### src/rtl/cla_nibble_seq.sv
// cla_nibble_seq
//   Multi-cycle adder/subtractor. One 4-bit carry-lookahead cell is reused
//   across the NIB = WIDTH/4 nibbles of the operands, least significant
//   nibble first, with the inter-nibble carry held in a register. Latency
//   is NIB cycles from accept to result; throughput is one operation per
//   NIB+2 cycles.
//
//   Optional feature macro: CLA_SEQ_OVF_EN adds the signed-overflow output.
//
// Ports
//   clk        clock, rising edge
//   rst        asynchronous active-high reset
//   in_valid   operand pair valid
//   in_ready   block can accept an operation (IDLE only)
//   a, b       operands, WIDTH bits
//   sub        0 = a+b, 1 = a-b
//   out_valid  result valid (DONE only)
//   out_ready  consumer accepts the result
//   sum        registered result, WIDTH bits
//   c_out      carry out of the MSB (for subtract, 1 = no borrow)
//   ovf        signed overflow (only with CLA_SEQ_OVF_EN)
//   fsm_state  debug view of the controller state (0 IDLE, 1 RUN, 2 DONE)
//
// Handshake semantics (both sides): a transfer happens on a rising edge
// where valid and ready are both high. in_ready depends only on state, and
// out_valid depends only on state; neither combinationally follows the
// other side's valid/ready.

module cla_nibble_seq #(
  parameter int WIDTH = 16
) (
  input  logic             clk,
  input  logic             rst,
  input  logic             in_valid,
  output logic             in_ready,
  input  logic [WIDTH-1:0] a,
  input  logic [WIDTH-1:0] b,
  input  logic             sub,
  output logic             out_valid,
  input  logic             out_ready,
  output logic [WIDTH-1:0] sum,
  output logic             c_out,
`ifdef CLA_SEQ_OVF_EN
  output logic             ovf,
`endif
  output logic [1:0]       fsm_state
);

  localparam int NIB  = WIDTH / 4;
  localparam int IDXW = (NIB > 1) ? $clog2(NIB) : 1;

  generate
    if ((WIDTH % 4) != 0 || WIDTH < 4) begin : g_bad_width
      $error("cla_nibble_seq: WIDTH must be a multiple of 4 and >= 4");
    end
  endgenerate

  typedef enum logic [1:0] {
    IDLE = 2'd0,
    RUN  = 2'd1,
    DONE = 2'd2
  } state_t;

  state_t            state;
  state_t            state_nxt;
  logic [WIDTH-1:0]  op_a;
  logic [WIDTH-1:0]  op_b;     // already inverted for subtract
  logic              carry;
  logic [IDXW-1:0]   idx;
  logic              last;

  // Carry-lookahead nibble cell
  logic [3:0]        nib_a;
  logic [3:0]        nib_b;
  logic [3:0]        g;
  logic [3:0]        p;
  logic [4:0]        c;
  logic [3:0]        nib_sum;

  assign fsm_state = state;
  assign last      = (idx == IDXW'(NIB - 1));

  assign nib_a = op_a[4*idx +: 4];
  assign nib_b = op_b[4*idx +: 4];

  always_comb begin
    g    = nib_a & nib_b;
    p    = nib_a ^ nib_b;
    c[0] = carry;
    c[1] = g[0] | (p[0] & c[0]);
    c[2] = g[1] | (p[1] & g[0]) | (p[1] & p[0] & c[0]);
    c[3] = g[2] | (p[2] & g[1]) | (p[2] & p[1] & g[0])
         | (p[2] & p[1] & p[0] & c[0]);
    c[4] = g[3] | (p[3] & g[2]) | (p[3] & p[2] & g[1])
         | (p[3] & p[2] & p[1] & g[0]) | (p[3] & p[2] & p[1] & p[0] & c[0]);
    nib_sum = p ^ c[3:0];
  end

  // State register
  always_ff @(posedge clk or posedge rst) begin
    if (rst) begin
      state <= IDLE;
    end else begin
      state <= state_nxt;
    end
  end

  // Next state and handshake outputs
  always_comb begin
    state_nxt = state;
    in_ready  = 1'b0;
    out_valid = 1'b0;
    case (state)
      IDLE: begin
        in_ready = 1'b1;
        if (in_valid) state_nxt = RUN;
      end
      RUN: begin
        if (last) state_nxt = DONE;
      end
      DONE: begin
        out_valid = 1'b1;
        if (out_ready) state_nxt = IDLE;
      end
      default: state_nxt = IDLE;
    endcase
  end

  // Datapath registers
  always_ff @(posedge clk or posedge rst) begin
    if (rst) begin
      op_a  <= '0;
      op_b  <= '0;
      carry <= 1'b0;
      idx   <= '0;
      sum   <= '0;
      c_out <= 1'b0;
`ifdef CLA_SEQ_OVF_EN
      ovf   <= 1'b0;
`endif
    end else begin
      case (state)
        IDLE: begin
          if (in_valid) begin
            op_a  <= a;
            op_b  <= sub ? ~b : b;
            // Subtract is a + ~b + 1: the +1 enters as the initial carry.
            carry <= sub;
            idx   <= '0;
          end
        end
        RUN: begin
          sum[4*idx +: 4] <= nib_sum;
          carry           <= c[4];
          idx             <= idx + IDXW'(1);
          if (last) begin
            c_out <= c[4];
`ifdef CLA_SEQ_OVF_EN
            // Signed overflow: carry into the MSB differs from carry out.
            ovf   <= c[4] ^ c[3];
`endif
          end
        end
        default: begin
        end
      endcase
    end
  end

endmodule
### config.mk
export PLATFORM = sky130hd
export DESIGN_NAME = cla_nibble_seq
export DESIGN_NICKNAME = d
export VERILOG_FILES = /design/src/rtl/cla_nibble_seq.sv
export SDC_FILE = /design/constraint.sdc
export NUM_CORES = 1
export LEC_CHECK = 0
export CAP_MARGIN = 5
export CORE_MARGIN = 4
export CORE_UTILIZATION = 52
export CTS_BUF_LIST = sky130_fd_sc_hd__clkbuf_2 sky130_fd_sc_hd__clkbuf_4 sky130_fd_sc_hd__clkbuf_8
export DETAILED_ROUTE_END_ITERATION = 8
export PLACE_DENSITY_LB_ADDON = 0.15
export SLEW_MARGIN = 20
export SYNTH_ARGS = -nofsm -noshare
export SYNTH_HDL_FRONTEND = slang
export SYNTH_SLANG_ARGS = --single-unit
### constraint.sdc
create_clock -name clk -period 5.9 [get_ports clk]
set_input_delay 1.18 -clock clk [delete_from_list [all_inputs] [get_ports clk]]
set_output_delay 1.18 -clock clk [all_outputs]
set_load 0.03 [all_outputs]
After elaboration in Yosys (flattened, before gate mapping) --
Index checks and enable logic that the tools add are counted. W data, S select, Z words.
Operators by class: add/sub/neg operators 2, multiply operators 0, divide/modulo/power cells 0, $lt $le $gt $ge 0, eq/ne operators 6, shifts and indexed selects 4, muxes and demuxes 12, bitwise operators 30, reduce and logical (&&, ||, !) cells 6
Operator list (number):
- $neg A4 Y34 | 1
- $shift A4 B34 Y16 const A | 1
- $shiftx A4 B34 Y16 | 1
- $shiftx A16 B5 Y4 | 2
- $and A1 B1 Y1 | 16
- $bwmux W16 | 1
- $mux W16 | 1
- $not A16 Y16 | 1
- $or A1 B1 Y1 | 10
- $mux W2 | 4
- $xor A4 B4 Y4 | 2
- $ne A2 B2 Y1 const B | 3
- $pmux W2 S3 | 1
- $reduce_and A2 Y1 | 3
- $and A4 B4 Y4 | 1
- $eq A2 B2 Y1 const B | 2
- $pmux W2 S2 | 1
- $mux W1 | 3
- $reduce_and A3 Y1 | 1
- $add A2 B1 Y2 const B | 1
- $eq A2 B1 Y1 const B | 1
- $logic_not A2 Y1 | 1
- $pmux W1 S2 | 1
- $reduce_bool A2 Y1 | 1
Word-level totals: flip-flop bits (word level) 54, bits in latches 0, bits in writable memories 0, bits in read-only memories 0, output and inout port bits 21, logic and storage cells 67, memories kept 0

Depth between registers and ports, before layout --
word-level depth 9, depth in mapped cells 6

Least setup slack after synthesis --
No wires, ideal clock.
path kind register -> register, start reg idx[0], end reg sum[10], library setup time 0.145 ns, data arrival time 2.390 ns, required time 5.755 ns, slack 3.365 ns, stages on the path, launching flop included 7, clock period less this slack 2.535 ns, cells stage by stage dfrtp_1 -> buf_2 -> mux4_2 -> ha_1 -> a21o_1 -> a211oi_1 -> o31ai_1
Between the ends: longest elaborated chain between the ends 9, elaborated cells between the ends (all ways) 24, classes of those cells add/sub (1); shift (4); mux (1); bitwise (18)
RTL lines:
- start: declaration | line 69 | logic [IDXW-1:0] idx;
- start signal: assignment | line 155 | idx <= idx + IDXW'(1);
- $shiftx A16 B5 Y4 (on tied branches) | line 83, 84
- $xor A4 B4 Y4 or $and A4 B4 Y4 (tied branches) | line 88, 87
- $and A1 B1 Y1 (on tied branches) | line 92, 93
- $or A1 B1 Y1 (tied with other cells) | line 92 | c[3] = g[2] | (p[2] & g[1]) | (p[2] & p[1] & g[0])
- $or A1 B1 Y1 or $and A1 B1 Y1 (tied branches) | line 92, 93
- $or A1 B1 Y1 | line 93 | | (p[2] & p[1] & p[0] & c[0]);
- $xor A4 B4 Y4 | line 96 | nib_sum = p ^ c[3:0];
- $shiftx A4 B34 Y16 | line 153 | sum[4*idx +: 4] <= nib_sum;
- $bwmux W16 * | line 153
- end signal: indexed assignment | line 153
- end: declaration | line 41 | output logic [WIDTH-1:0] sum,
Mark *: on every way between the ends. The rest lies on a longest branch, timed or not. A chain may end at the register's enable or synchronous reset.

Worst setup path in the final report --
start reg state[1] (netlist: fsm_state[1]), end out out_valid
Between the ends: longest elaborated chain between the ends 2
RTL lines:
- start: declaration | line 64 | state_t state;
- start signal: assignment | line 104 | state <= state_nxt;
- $eq A2 B2 Y1 | line 113 | case (state)
- $mux W1 | line 113
- end: declaration | line 39 | output logic out_valid,
Every way passes these cells.

==> flow_metrics.env <==
export IMPL_status="finished, final reports clean"
export IMPL_yosysWarnings=0
export IMPL_drt_iter0_drc=63
export IMPL_dpl_worst_slack_ns=2.966
export IMPL_vdd_ir_drop_worst_uv=298.7
export IMPL_syn_instance_count=228
export IMPL_cts_sinks=54
export IMPL_yosysUniqueCellTypes=33
export IMPL_ys_ff_latch=54
export IMPL_route_detailed_drc=0
export IMPL_cts_clk_slew_worst_paths_ns=0.10
export IMPL_synthAdderAreaFrac_pct=5.847
export IMPL_worstHoldStart="sum[8]$_DFFE_PP0P_"
export IMPL_power_internal_mw=1.134
export IMPL_hold_violations=0
export IMPL_grt_pass1_wl_um=8942
export IMPL_worstPathRequired_ns=4.72
export IMPL_avgSynthCellArea_um2=11.83
export IMPL_dieArea_um2=6402
export IMPL_p_sw_uw=895.1
export IMPL_ys_flop_type="dfrtp_1"
export IMPL_syn_nets=277
export IMPL_synth_top_area_cell="dfrtp_1"
export IMPL_start_kind="flip-flop"
export IMPL_synth_top_area_share_pct=50.12
export IMPL_synthArstFlopShare_pct=100.0
export IMPL_endpoint_kind="output pin"
export IMPL_grt_max_degree=55
export IMPL_grt_antenna_before_repair=0
export IMPL_cts_hold_buffers=0
export IMPL_drive_gt1_share_pct=14.84
export IMPL_fin_crit_ns=2.986
export IMPL_hold_path_depth=2
export IMPL_die_x_um=80.01
export IMPL_drt_first_pass_iters=4
export IMPL_cts_root_buf="clkbuf_8"
export IMPL_report_final_setup_viol=0
export IMPL_cts_resized=0
export IMPL_setup_tns_ns=0
export IMPL_worst_setup_path_type="reg -> out"
export IMPL_fp_row_count=25
export IMPL_synth_edf_count=0
export IMPL_path_cells="nor2b_1, clkdlybuf4s50_1"
export IMPL_worstPathMaxFanout=12
export IMPL_drt_wl_total_um=5234
export IMPL_rsz0062_at_grt="no"
export IMPL_power_switching_share_pct=44.10
export IMPL_worst_slew_pin_slew_ns=0.9147
export IMPL_hold_end="sum[8]$_DFFE_PP0P_"
export IMPL_nets=331
export IMPL_cts_setup_buffers=0
export IMPL_initial_core_util_pct=55.26
export IMPL_slowest_delay_ns=0.70
export IMPL_dp_hpwl_um=3878
export IMPL_max_freq_ghz=0.3349
export IMPL_vias_per_cell=5.440
export IMPL_grt_pass1_vias=1884
export IMPL_path_delay_family="buffers and inverters"
export IMPL_numCtsBuffers=5
export IMPL_final_common_cell="clkdlybuf4s50_1"
export IMPL_cts_tree="built"
export IMPL_muxShareOfSynthArea_pct=13.78
export IMPL_combPwrFrac_pct=56.0
export IMPL_finalWorstSetupSlack_ns=2.914
export IMPL_htree_levels=2
export IMPL_vias=1904
export IMPL_synth_xor_area_share_pct=5.522
export IMPL_gp_congestion=0.8077
export IMPL_grt_use_total_pct=18.05
export IMPL_skew_ns=0.01036
export IMPL_power_total_mw=2.029
export IMPL_yosys_area_share_simple_pct=10.49
export IMPL_r2r_start="idx[0]$_DFFE_PP0P_"
export IMPL_synth_area_um2=2696
export IMPL_final_cell_mix="clkdlybuf4s50_1 (57), dfrtp_1 (54), nand2_1 (21)"
export IMPL_slew_violations=0
export IMPL_hp_class="reg -> reg"
export IMPL_slew_limit_headroom_pct=38.83
export IMPL_overflow=0
export IMPL_worstReg2RegEnd="sum[10]$_DFFE_PP0P_"
export IMPL_leakage_nw=1.375
export IMPL_ys_seq_area_share_pct=50.12
export IMPL_ff2ff_setup_slack_ns=2.98
export IMPL_diodes=0
export IMPL_antenna_left=0
export IMPL_period_share_pct=50.62
export IMPL_critPathBufInv=1
export IMPL_drv_cap=0
export IMPL_power_density_nw_per_um2=597.6
export IMPL_io_pin_count=58
export IMPL_whs_ns=0.4850
export IMPL_worstPathArrival_ns=1.81
export IMPL_area_delta_synth_final_pct=25.94
export IMPL_synth_area_leaders="dfrtp_1 (50%), mux2_2 (7.1%), mux4_2 (6.7%)"
export IMPL_synth_compound_area_share_pct=11.14
export IMPL_cp_slowest_cell="clkdlybuf4s50_1"
export IMPL_pwr_share_seq_pct=33.5
export IMPL_clockPowerShare_pct=10.5
export IMPL_synth_top_family_by_area="multiplexers"
export IMPL_clk_latency_ns=0.31
export IMPL_io_buffers=57
export IMPL_die_h_um=80.01
export IMPL_wire_per_inst_um=14.95
export IMPL_reg2reg_depth=5
export IMPL_clockBufferDepth=2
export IMPL_core_um2=4880
-- flip-flops by register name, summed over array words and instances (netlist names) --
signal and cells:
sum 16, fsm_state 2, carry 1, c_out 1, op_b 16, idx 2
op_a 16
-- Yosys cell counts, drive strengths merged (5+ instances only) --
library cell and instances:
o31ai 9, inv 5, nor2 20, ha 11
dfrtp 54, nand2 21, a21oi 19, xnor2 17
nand3b 5, mux2 17, mux4 8, o21ai 9
buf 10
-- per-layer routing --
metal | vias up | GRT usage, % | part of all wire [%] | wire [um]
met5 | - | 0 | 0 | 0
li1 | 915 | - | - | -
met1 | 922 | 22.32 | 41 | 2160
met2 | 54 | 30.22 | 50 | 2639
met3 | 13 | 4.176 | 5.4 | 284
met4 | 0 | 7.601 | 2.9 | 150
-- cell type report --
class | instances | area [um^2]
flip-flops and latches | 54 | 1351
clock buffers | 6 | 82.58
clock inverters | 2 | 12.51
fillers | 408 | 1484
well taps | 67 | 83.83
multi-input cells | 158 | 1267
inverters | 5 | 20.02
repair buffers | 58 | 578.1
-- stage by stage --
| step | instance area, um^2 | instances | util (%) |
|---|---|---|---|
| after floorplan | 2696 | 228 | - |
| after global placement | 3299 | 342 | 67.62 |
| after detailed placement | 3299 | 342 | 67.62 |
| after CTS | 3395 | 350 | 69.56 |
| after global routing | 3396 | 350 | 69.59 |
| final | 3396 | 350 | 69.59 |
-- cell families after synthesis --
family	count (synthesis)
simple gates	57
fa+ha+maj	12
mux	25
compound gates	47
xor+xnor	17
flops	54
buf+inv	16
-- tightest hold or removal path, stage by stage (launching register included) --
cell     delay (ns)
dfrtp_1        0.35
nand2_1        0.04
o21ai_0        0.06
-- worst max-delay path by stage --
stage | start | to | depth (start not counted) | slack, ns
floorplan | idx[0]$_DFFE_PP0P_ | sum[10]$_DFFE_PP0P_ | 6 | 3.36
global placement | in_valid | carry$_DFFE_PP0P_ | 5 | 3.04
detailed placement | idx[0]$_DFFE_PP0P_ | sum[10]$_DFFE_PP0P_ | 5 | 2.97
CTS | fsm_state[1]$_DFFE_PP0P_ | out_valid | 2 | 2.90
global route | idx[0]$_DFFE_PP0P_ | sum[10]$_DFFE_PP0P_ | 5 | 2.83
finish | fsm_state[1]$_DFFE_PP0P_ | out_valid | 2 | 2.91
-- power groups by stage --
| stage | sequential [mW] | clock, mW | combinational [mW] |
|---|---|---|---|
| 2_1_floorplan | 0.709 | 0 | 0.777 |
| 3_3_place_gp | 0.684 | 0 | 1.09 |
| 3_5_place_dp | 0.691 | 0 | 1.14 |
| 4_1_cts | 0.683 | 0.217 | 1.15 |
| 5_1_grt | 0.709 | 0.235 | 1.24 |
| 6_report | 0.680 | 0.213 | 1.14 |
No activity file was read; power rests on OpenSTA's default activity.
